==> src/rtl/memarb.sv <==
// Round-robin arbiter sharing one mem controller port among PORTS DMA requesters.
// Define MEMARB_PRIO_EN to give port 0 strict priority over the round-robin ports.
module memarb #(
  parameter int PORTS = 2
) (
  input  logic                  clk,
  input  logic                  rstn,
  input  logic [23*PORTS-1:0]   raddr,
  input  logic [32*PORTS-1:0]   rwdata,
  input  logic [2*PORTS-1:0]    rlen,
  input  logic [PORTS-1:0]      rwr,
  input  logic [PORTS-1:0]      rreq,
  output logic [PORTS-1:0]      rack,
  output logic [PORTS-1:0]      rready,
  output logic [31:0]           rdata,
  output logic [22:0]           maddr,
  output logic [31:0]           mwdata,
  output logic [1:0]            mlen,
  output logic                  mwr,
  output logic                  mreq,
  input  logic                  mack,
  input  logic                  mready,
  input  logic [31:0]           mrdata,
  output logic [1:0]            dbg_state
);

  localparam int GW = (PORTS > 1) ? $clog2(PORTS) : 1;

  // Handshake: a requester holds rreq (and addr/len/wr) high until rack pulses;
  // rready strobes each data beat, during which wdata must be valid / rdata is sampled.
  typedef enum logic [1:0] {
    S_IDLE = 2'd0,
    S_CMD  = 2'd1,
    S_DATA = 2'd2
  } state_t;

  state_t          state, state_nx;
  logic [GW-1:0]   gnt, gnt_nx;
  logic [GW-1:0]   last, last_nx;
  logic [GW-1:0]   pick, idx, last_done;
  logic            found;
  logic [1:0]      blen, blen_nx;
  logic [2:0]      bcnt, bcnt_nx;
  logic [2:0]      bfull;
  logic            beat;
  logic            complete;

  // Scan last+1, last+2, ... so the most recently served port goes to the back.
  always_comb begin
    pick  = '0;
    idx   = '0;
    found = 1'b0;
    for (int k = 1; k <= PORTS; k++) begin
      idx = GW'((int'(last) + k) % PORTS);
      if (!found && rreq[idx]) begin
        pick  = idx;
        found = 1'b1;
      end
    end
`ifdef MEMARB_PRIO_EN
    if (rreq[0]) begin
      pick  = '0;
      found = 1'b1;
    end
`endif
  end

`ifdef MEMARB_PRIO_EN
  // Display DMA grants leave the rotation of the other ports untouched.
  assign last_done = (gnt == '0) ? last : gnt;
`else
  assign last_done = gnt;
`endif

  assign bfull    = {1'b0, blen} + 3'd1;
  assign beat     = mready && (state != S_IDLE);
  assign bcnt_nx  = (state == S_IDLE) ? bcnt :
                    (beat && (bcnt != bfull)) ? bcnt + 3'd1 : bcnt;
  assign complete = (bcnt_nx == bfull);

  always_ff @(posedge clk) begin
    if (!rstn) begin
      state <= S_IDLE;
      gnt   <= '0;
      last  <= GW'(PORTS - 1);
      blen  <= '0;
      bcnt  <= '0;
    end else begin
      state <= state_nx;
      gnt   <= gnt_nx;
      last  <= last_nx;
      blen  <= blen_nx;
      bcnt  <= (state == S_IDLE) ? 3'd0 : bcnt_nx;
    end
  end

  always_comb begin
    state_nx = state;
    gnt_nx   = gnt;
    last_nx  = last;
    blen_nx  = blen;
    rack     = '0;
    rready   = '0;
    mreq     = 1'b0;
    case (state)
      S_IDLE: begin
        if (found) begin
          gnt_nx   = pick;
          blen_nx  = rlen[int'(pick)*2 +: 2];
          state_nx = S_CMD;
        end
      end
      S_CMD: begin
        mreq        = 1'b1;
        rready[gnt] = mready;
        if (mack) begin
          rack[gnt] = 1'b1;
          // A beat coinciding with the ack can finish a single-beat burst here.
          if (complete) begin
            last_nx  = last_done;
            state_nx = S_IDLE;
          end else begin
            state_nx = S_DATA;
          end
        end
      end
      S_DATA: begin
        rready[gnt] = mready;
        if (complete) begin
          last_nx  = last_done;
          state_nx = S_IDLE;
        end
      end
      default: state_nx = S_IDLE;
    endcase
  end

  assign maddr     = raddr[int'(gnt)*23 +: 23];
  assign mwdata    = rwdata[int'(gnt)*32 +: 32];
  assign mlen      = rlen[int'(gnt)*2 +: 2];
  assign mwr       = rwr[gnt];
  assign rdata     = mrdata;
  assign dbg_state = state;

endmodule

==> config.mk <==
export PLATFORM = sky130hd
export DESIGN_NAME = memarb
export DESIGN_NICKNAME = d
export VERILOG_FILES = /design/src/rtl/memarb.sv
export SDC_FILE = /design/constraint.sdc
export NUM_CORES = 1
export LEC_CHECK = 0
export BUFFER_PORTS_ARGS = -buffer_cell sky130_fd_sc_hd__clkbuf_2
export CORE_AREA = 10 10 90 92
export CTS_CLUSTER_DIAMETER = 60
export DETAILED_ROUTE_END_ITERATION = 6
export DIE_AREA = 0 0 100 102
export GPL_TIMING_DRIVEN = 0
export HOLD_SLACK_MARGIN = 0.06
export MAX_ROUTING_LAYER = met4
export PLACE_DENSITY = 0.74
export SETUP_SLACK_MARGIN = 0.02
export SYNTH_ARGS = -nofsm -noshare
export SYNTH_HDL_FRONTEND = slang
export SYNTH_SLANG_ARGS = --single-unit
==> constraint.sdc <==
create_clock -name clk -period 1.67 [get_ports clk]
set_input_delay 0.334 -clock clk [delete_from_list [all_inputs] [get_ports clk]]
set_output_delay 0.334 -clock clk [all_outputs]
set_load 0.005 [all_outputs]
==> reports/metrics.cfg, run 1 <==
[status]
outcome=finished with violations
violations=setup timing

[die]
die_h_um=102
coreArea_um2=6280
fp-row-count=29
die_area_um2=10200
pin_count=251
die_x_um=100
initial_core_util_pct=23.9

[sta]
fmax_mhz=556
rsz0062_at_grt=yes
post-route-period-util_pct=108
finalSetupViolCount=28
worst_pin_slew_ns=0.673
drv_slew=0
slew_headroom_pct=54.8
hold_viol=0
skew_ns=0.00354
timing.final.ws_setup_ns=-0.129
tns_ns=-0.761
period_needed_ns=1.80
hold_ws_ns=0.335

[route]
wl_per_cell_um=19.9
routed_wl_mm=9.46
drt-initial-drc-count=6
drc=0
vias_per_cell=4.51
ant_nets=0
first_pass_iters=4
vias=2145

[cts]
hold_buffers=0
cts_tree=yes
clock_latency_ns=0.24
htreeDepth=1
cts-root-buf=clkbuf_8
clockBufferDepth=2
cts_made_buffers=3
clock-sinks=9
path_clk_slew_ns=0.05

[pwr]
peakVddDrop_mv=0.750
intPower_mw=1.59
power.total_mw=2.53
p_comb_share_pct=76.1
switching_power_mw=0.942
power_density_nw_per_um2=797
p_sw_share_pct=37.2
seqPwrFrac_pct=13.7
p_leak_nw=1.79
clockPowerShare_pct=10.2

[layout]
fin_nets=557
final_common_cell=clkbuf_2
final_cell_mix=clkbuf_2 (208), buf_4 (35), mux2_4 (32), mux2_2 (26), nor2_1 (11)
area_delta_synth_final_pct=111
multiInputGateArea_um2=1220
regArea_um2=194
fin_cells=476
drive_above_1_share_pct=85.4
design_area_um2=3180
post-route-util_pct=50.6
fill_cells=605

[synthesis]
netlist_top_cells_area=mux2_2 (43%), buf_4 (16%), dfxtp_1 (12%)
yosysTopAreaCellShare_pct=43.5
ys_types=25
synthSimpleGateAreaFrac_pct=9.08
synth_xor_area_share_pct=4.08
synth_compound_area_share_pct=5.83
synth_edf_count=0
synth-main-ff-cell=dfxtp_1
synth_top_family_by_area=multiplexers
synth_mux_area_share_pct=46.1
synthesis.instances=169
syn-num-nets=328
synth_top_area_cell=mux2_2
yosysSeqAreaShare_pct=12.0
synth_seq_cells=9
synth-adder-area-share_pct=4.16
avgSynthCellArea_um2=8.89
yosysWarnings=0
async_reset_ff_share_pct=0
netlist_area_um2=1500

[critical_path]
end_kind=register
critPathKind=register to register
crit_buf_inv=0
arrival_ns=1.94
cp_cell_sequence=ha_4, xor2_2, xor2_1, or3b_1, a22o_4, a21o_2, o31ai_2
cp_max_fo=6
crit_required_ns=1.81
slowest_stage=or3b_1
max_stage_delay_ns=0.37
start_kind=register
path_delay_family=compound AO/OA/AOI/OAI gates

[global_route]
grt_pass1_vias=2456
grt_remaining_overflow=0
grt_pass1_wl_mm=13.1
grt_max_degree=11
grt_antenna_before_repair=1
grt_use_total_pct=16.8

[place]
io_buffers=218
post-dp-hpwl_mm=8.40
globalplace.congestion=0.896
pre_cts_ws_ns=-0.364
placed_cells=464
postPlaceCellArea_um2=2730

[hold_path]
hp-class=input pin to register

[job]
drv_cap=0

worst paths after layout:
check | cells past startpoint | slack [ns] | startpoint | to
hold reg to reg | 2 | 0.47 | last | last
setup / recovery | 7 | -0.13 | blen[0] | dbg_state[0]
setup reg to reg | 7 | -0.13 | blen[0] | dbg_state[0]
hold / removal | 2 | 0.34 | rstn | last
logic make-up after synthesis:
family | after synthesis
XOR/XNOR | 7
adder cells (fa/ha/maj) | 5
flip-flops | 9
AND/OR/NAND/NOR | 30
multiplexers | 62
AO/OA/AOI/OAI | 13
buffers and inverters | 43
timing repair:
item / in CTS / in global routing
setup endpoints to repair: 63 / 48
gates resized for setup: 61 / 31
gates cloned: 1 / 2
pin swaps: 6 / 0
buffers inserted: 4 / 0
registers in the layout, summed over array words and instances (netlist names):
| register | cells |
|---|---|
| dbg_state | 2 |
| bcnt | 3 |
| gnt | 1 |
| blen | 2 |
| last | 1 |
power groups by stage:
| stage | registers (mW) | clock network, mW | logic [mW] |
|---|---|---|---|
| 2_1_floorplan | 0.323 | 0 | 0.920 |
| 3_3_place_gp | 0.326 | 0 | 1.49 |
| 3_5_place_dp | 0.329 | 0 | 1.53 |
| 4_1_cts | 0.341 | 0.266 | 1.85 |
| 5_1_grt | 0.355 | 0.286 | 2.09 |
| 6_report | 0.346 | 0.259 | 1.92 |
cell usage after synthesis, drive strengths merged (2+ instances only):
master  count
o21ai       2
clkbuf      7
inv         4
nor2       11
a21oi       3
ha          5
nand2      10
xor2        3
xnor2       4
mux2i       4
nand3       2
dfxtp       9
nand2b      4
a211oi      2
mux2       58
buf        32
layer usage:
| layer | share of wire (%) | track usage (%) | wire, µm |
|---|---|---|---|
| met1 | 35 | 16.4 | 3290 |
| met2 | 54 | 29.4 | 5060 |
| met3 | 10 | 7.15 | 941 |
| met4 | 1.8 | 5.65 | 169 |
| met5 | 0 | - | 0 |
area by class of cell:
| class | instances | area share, % |
|---|---|---|
| timing repair buffer | 225 | 39.1 |
| inverter | 4 | 0.473 |
| tap | 77 | 3.03 |
| antenna | 2 | 0.158 |
| buffer | 38 | 11.3 |
| sequential | 9 | 6.11 |
| clock buffer | 4 | 1.42 |
| multi-input combinational | 117 | 38.4 |
(Power assumes the default switching activity.)
==> inputs of run 2 (changes only) <==
- CTS_BUF_LIST: not set -> sky130_fd_sc_hd__clkbuf_4 sky130_fd_sc_hd__clkbuf_8
==> reports/metrics.cfg, run 2 (same netlist as run 1, synthesis figures left out) <==
[pwr]
p_leak_nw=1.79
power_density_nw_per_um2=801
power.total_mw=2.55
peakVddDrop_mv=0.750

[die]
die_h_um=102
coreArea_um2=6280
die_x_um=100
die_area_um2=10200
fp-row-count=29
pin_count=251
initial_core_util_pct=23.9

[cts]
htreeDepth=1
cts-root-buf=clkbuf_8
hold_buffers=0
clock-sinks=9
path_clk_slew_ns=0.05
cts_made_buffers=3
cts_tree=yes
clock_latency_ns=0.24
clockBufferDepth=2

[route]
vias=2147
vias_per_cell=4.51
route.met3.wl_um=941
drt-initial-drc-count=6
wl_met1_mm=3.29
ant_nets=0
routed_wl_mm=9.46
route.met2.wl_mm=5.06
first_pass_iters=4
drc=0
wl_per_cell_um=19.9
dr.max_layer_used=met4

[place]
globalplace.congestion=0.896
io_buffers=218
post-dp-hpwl_mm=8.40
placed_cells=464

[critical_path]
r2r_cells=7
crit_required_ns=1.81
r2r_end=dbg_state[0]
crit_buf_inv=0
critPathKind=register to register
cp_cell_sequence=ha_4, xor2_2, xor2_1, or3b_1, a22o_4, a21o_2, o31ai_2
r2r_slack_ns=-0.13
cp_max_fo=6
end_kind=register
start_kind=register
slowest_stage=or3b_1
path_delay_family=compound AO/OA/AOI/OAI gates
max_stage_delay_ns=0.37
reg2reg_from=blen[0]
arrival_ns=1.94

[sta]
finalSetupViolCount=26
worst_pin_slew_ns=0.673
fmax_mhz=556
timing.final.ws_setup_ns=-0.128
period_needed_ns=1.80
rsz0062_at_grt=yes
post-route-period-util_pct=108
skew_ns=0.00260
drv_slew=0
hold_viol=0
slew_headroom_pct=54.8

[hold_path]
hp-class=input pin to register
hold_path_depth=2
hold_start=rstn
min_to=last

[layout]
area_delta_synth_final_pct=112
fin_nets=557
final_common_cell=clkbuf_2
fin_cells=476
post-route-util_pct=50.6
final_cell_mix=clkbuf_2 (208), buf_4 (35), mux2_4 (32), mux2_2 (26), nor2_1 (11)
largest_register=bcnt
fill_cells=603
drive_above_1_share_pct=85.6
largest_register_ff_count=3

[status]
violations=setup timing
outcome=finished with violations

[global_route]
grt_remaining_overflow=0
grt_pass1_vias=2456
grt_max_degree=11
grt_pass1_wl_mm=13.1
grt_antenna_before_repair=1
grt_use_total_pct=16.8

[job]
drv_cap=0

## run 2: stage by stage
stage | area, µm² | setup TNS, ns | hold slack (ns) | setup slack, ns
2_1_floorplan | 1540 | -0.0132 | 0.424 | -0.00813
3_3_place_gp | 2730 | -15.75 | 0.454 | -0.324
3_5_place_dp | 2730 | -17.82 | 0.460 | -0.364
4_1_cts | 3070 | -0.714 | 0.327 | -0.109
5_1_grt | 3180 | -2.36 | 0.342 | -0.164
6_report | 3180 | -0.724 | 0.337 | -0.128
## run 2: layer usage
layer  up-vias  GRT usage [%]
met3        11           7.15
met5         -              -
li1       1016              -
met1       996           16.4
met4         0           5.65
met2       124           29.4
## run 2: worst max path at each step
stage                        from            to  slack (ns)  cells past startpoint
after floorplan           blen[0]          last      -0.008                      6
after global placement        gnt     mwdata[0]       -0.32                      4
after detailed placement      gnt    mwdata[13]       -0.36                      4
after CTS                 blen[0]  dbg_state[0]       -0.11                      7
after global routing      blen[0]          last       -0.16                      7
final                     blen[0]  dbg_state[0]       -0.13                      7
## run 2: layout make-up
cell class / instances / area (µm²) / share of cell area [%]
Multi-Input combinational cell: 117 / 1220 / 38.3
Sequential cell: 9 / 194 / 6.10
Tap cell: 77 / 96.3 / 3.03
Timing Repair Buffer: 225 / 1240 / 39.0
Buffer: 38 / 360 / 11.3
Inverter: 4 / 15.0 / 0.472
Antenna cell: 2 / 5.00 / 0.157
Clock buffer: 4 / 48.8 / 1.53
## run 2: worst reg2reg max path, stage by stage (launching register included)
cell	delay, ns
dfxtp_4	0.35
ha_4	0.16
xor2_2	0.14
xor2_1	0.15
or3b_1	0.37
a22o_4	0.26
a21o_2	0.22
o31ai_2	0.06
## run 2: repair_timing
item	4_1_cts	5_1_grt
pin swaps	6	0
buffers inserted	4	0
setup endpoints to repair	63	48
endpoints found under the hold margin	0	0
gates cloned	1	2
resized for setup	61	31
## run 2: power breakdown
part           internal (mW)  total (mW)  leakage [nW]  switching, mW
Clock                  0.183       0.274        0.0262         0.0911
Sequential             0.285       0.346        0.0763         0.0613
Combinational           1.14        1.92          1.69          0.789
==> inputs of run 3 (changes only) <==
- CELL_PAD_IN_SITES_DETAIL_PLACEMENT: not set -> 0
- CELL_PAD_IN_SITES_GLOBAL_PLACEMENT: not set -> 2
- CORE_AREA: 10 10 90 92 -> not set
- CORE_ASPECT_RATIO: not set -> 2
- CORE_MARGIN: not set -> 10
- CORE_UTILIZATION: not set -> 11
- DIE_AREA: 0 0 100 102 -> not set
- PLACE_DENSITY: 0.74 -> not set
- PLACE_DENSITY_LB_ADDON: not set -> 0.1
==> reports/metrics.cfg, run 3 (same netlist as run 1, synthesis figures left out) <==
[die]
initial_core_util_pct=11.2
coreArea_um2=13400
die_area_um2=19000
die_h_um=185
pin_count=251
die_x_um=103
fp-row-count=60

[critical_path]
r2r_slack_ns=-0.10
end_kind=register
arrival_ns=1.92
r2r_end=dbg_state[0]
critPathKind=register to register
r2r_cells=7
reg2reg_from=blen[1]
crit_required_ns=1.82
cp_max_fo=6
start_kind=register

[sta]
hold_viol=0
slew_headroom_pct=56.9
timing.final.ws_setup_ns=-0.103
period_needed_ns=1.77
rsz0062_at_grt=yes
worst_pin_slew_ns=0.641
finalSetupViolCount=13
skew_ns=0.00499
drv_slew=0
fmax_mhz=564
post-route-period-util_pct=106

[hold_path]
min_to=last
hold_path_depth=2
hp-class=input pin to register
hold_start=rstn

[cts]
cts-root-buf=clkbuf_8
clockBufferDepth=2
clock_latency_ns=0.24
clock-sinks=9
htreeDepth=1
cts_tree=yes
path_clk_slew_ns=0.06
cts_made_buffers=3

[route]
first_pass_iters=4
drt-initial-drc-count=25
drc=0
ant_nets=0
routed_wl_mm=11.4
vias_per_cell=3.80
wl_per_cell_um=20.3
vias=2132

[global_route]
grt_pass1_wl_mm=15.8
grt_use_total_pct=11.7
grt_max_degree=7
grt_remaining_overflow=0
grt_pass1_vias=2604
grt_antenna_before_repair=4

[layout]
area_delta_synth_final_pct=139
largest_register_ff_count=3
fin_nets=562
final_cell_mix=clkbuf_2 (201), mux2_4 (58), buf_4 (35), buf_6 (15), nor2_1 (10)
final_common_cell=clkbuf_2
design_area_um2=3590
largest_register=bcnt
drive_above_1_share_pct=87.6

[pwr]
peakVddDrop_mv=0.225
p_leak_nw=1.95
power.total_mw=2.91
power_density_nw_per_um2=811

[job]
drv_cap=0

[status]
violations=setup timing
outcome=finished with violations

[place]
globalplace.congestion=0.747
io_buffers=218
postPlaceCellArea_um2=2820
post-dp-hpwl_mm=9.97

[run 3: repair_timing]
action	CTS	global route
cloned	6	0
gates resized for setup	100	43
setup endpoints to repair	65	66
hold buffers	0	0
setup buffers	5	1
pin swaps	4	0
[run 3: per-stage QoR]
| step | cells | utilization (%) | hold WS (ns) | setup WS [ns] | setup TNS, ns |
|---|---|---|---|---|---|
| global placement | 542 | 21.0 | 0.462 | -0.403 | -21.69 |
| floorplan | 169 | - | 0.424 | -0.00813 | -0.0132 |
| CTS | 556 | 25.7 | 0.324 | -0.115 | -0.637 |
| global route | 561 | 26.8 | 0.343 | -0.182 | -2.01 |
| detailed placement | 542 | 21.0 | 0.461 | -0.379 | -20.95 |
| finish | 561 | 26.8 | 0.329 | -0.103 | -0.220 |
[run 3: how the worst max path moves through the flow]
stage / cells past startpoint / endpoint / from / slack [ns]
floorplan: 6 / last / blen[0] / -0.008
detailed placement: 4 / maddr[8] / gnt / -0.38
global route: 7 / dbg_state[0] / blen[1] / -0.18
CTS: 7 / dbg_state[0] / blen[1] / -0.12
global placement: 4 / mlen[1] / gnt / -0.40
finish: 7 / dbg_state[0] / blen[1] / -0.10
[run 3: power breakdown]
part           switching, mW  internal (mW)
clock                  0.108          0.164
combinational          0.927           1.37
sequential            0.0676          0.282
[run 3: cell type report]
type,count,area [µm²]
Sequential cell,9,191
Timing Repair Buffer,230,1400
Inverter,4,20.0
Tap cell,155,194
Clock buffer,3,41.3
Fill cell,1502,9840
Multi-Input combinational cell,117,1340
Buffer,38,390
Clock inverter,1,5.00
Antenna cell,4,10.0
[run 3: worst max-delay path: stages, from the launching register on]
cell and delay [ns]:
dfxtp_2 0.34, ha_4 0.16, xor2_2 0.15, xor2_1 0.14
or3b_1 0.37, a22o_4 0.27, a21o_2 0.20, o31ai_2 0.05
[run 3: routing by layer]
metal / part of all wire (%) / up-vias / global-route usage, %
met2: 62 / 117 / 24.1
met4: 2.6 / 0 / 3.92
met1: 29 / 977 / 9.67
met3: 5.8 / 14 / 2.35
met5: 0 / - / -
li1: - / 1024 / -
